## config.mk

```make
export PLATFORM = sky130hd
export DESIGN_NAME = segment_packer
export DESIGN_NICKNAME = d
export VERILOG_FILES = /design/src/rtl/segment_packer.sv
export SDC_FILE = /design/constraint.sdc
export NUM_CORES = 1
export LEC_CHECK = 0
export CORE_MARGIN = 5
export CORE_UTILIZATION = 59
export CTS_BUF_LIST = sky130_fd_sc_hd__clkbuf_4
export CTS_CLUSTER_DIAMETER = 60
export DETAILED_ROUTE_END_ITERATION = 8
export PLACE_DENSITY = 0.94
export REMOVE_ABC_BUFFERS = 1
export SLEW_MARGIN = 20
export SYNTH_ARGS = -nofsm -noshare
export SYNTH_HDL_FRONTEND = slang
export SYNTH_SLANG_ARGS = --single-unit
```

## constraint.sdc

```tcl
create_clock -name ti_clk -period 2.95 [get_ports ti_clk]
set_input_delay 0.4425 -clock ti_clk [delete_from_list [all_inputs] [get_ports ti_clk]]
set_output_delay 0.4425 -clock ti_clk [all_outputs]
set_load 0.03 [all_outputs]
```

## src/rtl/segment_packer.sv

```systemverilog
// Packs 16-bit pipe-in words into 128-bit segment records and writes them to the segment FIFO.
// Optional record validation (on_counts / repeat_counts sanity) is enabled with SEGMENT_VALIDATE_EN.
module segment_packer #(
  parameter int WORDS_PER_REC = 8,
  parameter int CNT_W         = 16
) (
  input  logic             ti_clk,
  input  logic             reset_n,
  input  logic             pipe_write,
  input  logic [15:0]      pipe_data,
  input  logic             flush,
  input  logic             err_clear,
  input  logic             fifo_full,
  output logic             fifo_wr_en,
  output logic [127:0]     fifo_din,
  output logic [CNT_W-1:0] rec_count,
  output logic             partial,
`ifdef SEGMENT_VALIDATE_EN
  output logic             bad_rec_err,
`endif
  output logic             overflow_err
);

  localparam int IDX_W = $clog2(WORDS_PER_REC);
  localparam int SH_W  = 16 * (WORDS_PER_REC - 1);
  localparam logic [IDX_W-1:0] LAST_IDX = IDX_W'(WORDS_PER_REC - 1);

  localparam logic [0:0] S_EMPTY = 1'b0;
  localparam logic [0:0] S_PEND  = 1'b1;

  logic [IDX_W-1:0] word_idx_q, word_idx_d;
  logic [SH_W-1:0]  shreg_q, shreg_d;
  logic [0:0]       state_q, state_d;
  logic [127:0]     pend_q, pend_d;
  logic             wr_en_q, wr_en_d;
  logic [127:0]     din_q, din_d;
  logic [CNT_W-1:0] cnt_q, cnt_d;
  logic             partial_q, partial_d;
  logic             ovf_q, ovf_d;
  logic             bad_q, bad_d;

  logic         rec_done_s;
  logic         rec_ok_s;
  logic         inc_s;
  logic         ovf_set_s;
  logic [127:0] record_s;

  assign record_s   = {shreg_q, pipe_data};
  assign rec_done_s = pipe_write & (word_idx_q == LAST_IDX) & ~flush;

  // The all-zero record is the legal retrigger-wait marker, so it is exempt from validation.
`ifdef SEGMENT_VALIDATE_EN
  assign rec_ok_s = (record_s == 128'd0) ||
                    ((record_s[127:80] != 48'd0) && (record_s[31:0] != 32'd0));
`else
  assign rec_ok_s = 1'b1;
`endif

  always_comb begin
    word_idx_d = word_idx_q;
    shreg_d    = shreg_q;
    state_d    = state_q;
    pend_d     = pend_q;
    wr_en_d    = 1'b0;
    din_d      = din_q;
    inc_s      = 1'b0;
    ovf_set_s  = 1'b0;

    if (flush) begin
      word_idx_d = '0;
      state_d    = S_EMPTY;
    end else begin
      if (pipe_write) begin
        shreg_d    = {shreg_q[SH_W-17:0], pipe_data};
        word_idx_d = (word_idx_q == LAST_IDX) ? '0 : word_idx_q + IDX_W'(1);
      end else begin
        word_idx_d = word_idx_q;
      end

      // A pending record leaving on the same edge frees the slot for a newly completed one.
      case (state_q)
        S_EMPTY: begin
          if (rec_done_s && rec_ok_s) begin
            if (!fifo_full) begin
              wr_en_d = 1'b1;
              din_d   = record_s;
              inc_s   = 1'b1;
            end else begin
              pend_d  = record_s;
              state_d = S_PEND;
            end
          end else begin
            state_d = S_EMPTY;
          end
        end
        S_PEND: begin
          if (!fifo_full) begin
            wr_en_d = 1'b1;
            din_d   = pend_q;
            inc_s   = 1'b1;
            if (rec_done_s && rec_ok_s) begin
              pend_d = record_s;
            end else begin
              state_d = S_EMPTY;
            end
          end else if (rec_done_s && rec_ok_s) begin
            ovf_set_s = 1'b1;
          end else begin
            state_d = S_PEND;
          end
        end
        default: state_d = S_EMPTY;
      endcase
    end

    cnt_d     = err_clear ? {{(CNT_W-1){1'b0}}, inc_s}
                          : cnt_q + {{(CNT_W-1){1'b0}}, inc_s};
    ovf_d     = (ovf_q & ~err_clear) | ovf_set_s;
    bad_d     = (bad_q & ~err_clear) | (rec_done_s & ~rec_ok_s);
    partial_d = (word_idx_d != '0);
  end

  always_ff @(posedge ti_clk or negedge reset_n) begin
    if (!reset_n) begin
      word_idx_q <= '0;
      shreg_q    <= '0;
      state_q    <= S_EMPTY;
      pend_q     <= '0;
      wr_en_q    <= 1'b0;
      din_q      <= '0;
      cnt_q      <= '0;
      partial_q  <= 1'b0;
      ovf_q      <= 1'b0;
      bad_q      <= 1'b0;
    end else begin
      word_idx_q <= word_idx_d;
      shreg_q    <= shreg_d;
      state_q    <= state_d;
      pend_q     <= pend_d;
      wr_en_q    <= wr_en_d;
      din_q      <= din_d;
      cnt_q      <= cnt_d;
      partial_q  <= partial_d;
      ovf_q      <= ovf_d;
      bad_q      <= bad_d;
    end
  end

  assign fifo_wr_en   = wr_en_q;
  assign fifo_din     = din_q;
  assign rec_count    = cnt_q;
  assign partial      = partial_q;
  assign overflow_err = ovf_q;
`ifdef SEGMENT_VALIDATE_EN
  assign bad_rec_err  = bad_q;
`else
  logic unused_bad_s;
  assign unused_bad_s = bad_q;
`endif

endmodule
```

==> impl_metrics.ini <==
[sta]
period_needed_ns = 2.571
setup_viol = 0
fin_skew_ns = 0.04613
fin_crit_sh_pct = 87.15
hold_viol = 0
slew_violations = 0
max_freq_mhz = 388.9
rsz0062_at_grt = false
worstMarginPinSlew_ns = 0.9966
max_slew_margin_pct = 33.56

[cts]
cts_hold_buf = 1
numCtsBuffers = 96
cts_setup_buffers = 0
path_clk_slew_ns = 0.07
cts_resized = 0
cts_tree = done
cts.htree.levels = 3
cts-root-buf = clkbuf_4
clk_path_buf_depth = 3
numClockSinks = 391
clock_latency_ns = 0.69

[pwr]
clock_power_share_pct = 36.7
p_seq_share_pct = 53.3
switching_share_pct = 25.21
netSwitchingPower_mw = 3.076
p_per_area_mw_per_mm2 = 639.6
worst_ir_drop_vdd_mv = 0.4073
p_comb_share_pct = 10.0
p_int_mw = 9.124
finalPower_mw = 12.20
cellLeakagePower_nw = 8.475

[setup_path]
required_ns = 3.55
r2r_start = word_idx_q[0]
path_class = reg2reg
worstReg2RegEnd = rec_count[13]
crit_arrival_ns = 3.17
reg2reg_depth = 9
cp-start-kind = flop
r2r_slack_ns = 0.38
worst-path-max-fanout = 4
setup.worst_path.end_class = flop

[yosys]
syn_avg_cell_area_um2 = 13.50
netlist.area_leader.share_pct = 61.79
yosys_most_used_dff = dfrtp_1
yosys-top-cells-area = dfrtp_1 (62%), mux2_2 (17%), mux2i_1 (8.3%), nand2_1 (3.2%), o21ai_0 (2.8%)
synth_common_cells = dfrtp_1 (391), mux2_2 (241), nand2_1 (135), mux2i_1 (131), o21ai_0 (90)
synth_cell_types = 32
synth.most_common_cell = dfrtp_1
syn_inst = 1173
syn_area_mm2 = 0.01583
synth_async_sr_flop_share_pct = 100.0
ys_seq_area_share_pct = 61.79
synth_edf_count = 0
yosys.area.top_type = dfrtp_1
yosys_warnings = 0
synth_seq_cells = 391

[floorplanning]
core_area_mm2 = 0.02673
die-area_mm2 = 0.03021
rows = 60
initial_core_util_pct = 59.25
fp.dieW_um = 173.8
io_pins = 169
die_h_um = 173.8

[route]
ant_nets = 0
avgRoutedWirePerCell_um = 16.99
wl_mm = 30.41
viasPerCell = 5.456
vias = 9767
drt_iter0_markers = 557
drt-pass1-iter-count = 4
drc_errors = 0

[run]
drv_cap = 0

[grt]
antenna_found_initial = 1
grt_pass1_vias = 10880
grt_start_max_net_pins = 131
overflow = 0
grt_usage_pct = 20.77
grt_pass1_wl_mm = 52.70

[finish]
drive_above_1_share_pct = 28.59
fin_util_pct = 71.37
area_growth_pct = 20.47
layout.nets = 1415

[status]
outcome = completed

[place]
routabilityCongestion = 0.7428
port_buffers = 168
dpl.hpwl_mm = 18.44

[hold_path]
holdCritPathClass = in2async
[per-stage QoR]
stage	cells	cell area (um^2)	hold WS, ns	worst slack, ns	TNS [ns]
floorplan	1100	15430	0.1469	-9.132	-2009.36
global placement	1629	17840	0.4623	0.3930	0
detailed placement	1629	17840	0.4693	0.2072	0
CTS	1789	19070	0.3091	0.3448	0
global route	1790	19070	0.3416	0.1719	0
finish	1790	19070	0.3894	0.3789	0
[sequential cells by signal, indices dropped and copies added (netlist names)]
| signal | cells |
|---|---|
| state_q | 1 |
| word_idx_q | 3 |
| pend_q | 128 |
| shreg_q | 112 |
| fifo_wr_en | 1 |
| partial | 1 |
| overflow_err | 1 |
| fifo_din | 128 |
| rec_count | 16 |
[layout by cell type, fill, tap and decap left out, types with 4 or more instances in the layout]
cell type        Yosys  final
o21ai_0             90     90
buf_12               0     10
buf_4               13     10
clkinv_1             0     14
bufinv_16            0      4
a21oi_1              5      5
clkbuf_4             0    137
xnor2_1              5      5
nand2_1            135    135
nand4_1              4      4
nor3_1               4      4
ha_1                 6      6
mux2i_1            131    131
nor2_1              19     18
clkdlybuf4s50_1      0    167
dfrtp_1            391    390
xor2_1               5      5
mux2_2             241    241
o21ai_1             40     40
[how the worst max path moves through the flow]
stage                  start             to  slack, ns  cells past startpoint
4_1_cts        word_idx_q[0]  rec_count[13]       0.34                      9
3_5_place_dp      pipe_write  rec_count[13]       0.21                      8
6_report       word_idx_q[0]  rec_count[13]       0.38                      9
2_1_floorplan          flush      pend_q[0]      -9.13                      4
5_1_grt        word_idx_q[0]  rec_count[13]       0.17                      9
3_3_place_gp      pipe_write  rec_count[13]       0.39                      8
[power groups by stage]
stage | Sequential, mW | Clock, mW | Combinational [mW]
finish | 6.50 | 4.48 | 1.22
global route | 6.58 | 4.95 | 1.37
CTS | 6.49 | 4.63 | 1.25
detailed placement | 6.58 | 0 | 1.23
global placement | 6.53 | 0 | 1.17
floorplan | 6.42 | 0 | 0.877
[cell families (layout without fill, tap and decap cells)]
kind of cell / Yosys count / after routing / share of synthesized area, %
and+or+nand+nor: 176 / 176 / 4.567
AOI/OAI and AO/OA: 142 / 142 / 4.575
DFF: 391 / 391 / 61.79
adders and majority gates: 6 / 6 / 0.4741
other: 0 / 1 / 0
muxes: 372 / 372 / 25.42
buffers and inverters: 76 / 351 / 2.616
xor gates and xnor gates: 10 / 10 / 0.5531
[worst max-delay path, stage by stage, from the launching register on]
cell	delay [ns]
dfrtp_1	0.38
ha_1	0.16
ha_1	0.23
a21oi_1	0.12
nor3_1	0.35
ha_1	0.30
nand4_1	0.17
nor4_1	0.41
a31oi_1	0.15
a211oi_1	0.21
[metal layers]
layer  up-vias  share of wire, %  routed length, um  global-route usage [%]
met4         0               2.5                751                   8.545
met5         -                 0                  0                       0
met1      4933                42              12620                   25.53
met3        59               4.6               1394                   5.082
met2       215                51              15640                   35.45
li1       4560                 -                  -                       -
[layout make-up]
type	count	area [um^2]
sequential	391	9788
fill	1685	7651
tap	341	426.7
inverter	3	11.26
multi-input combinational	706	5650
clock inverter	22	195.2
antenna	1	2.502
timing repair buffer	189	1972
clock buffer	137	1028
No activity file was read; power rests on OpenSTA's default activity.
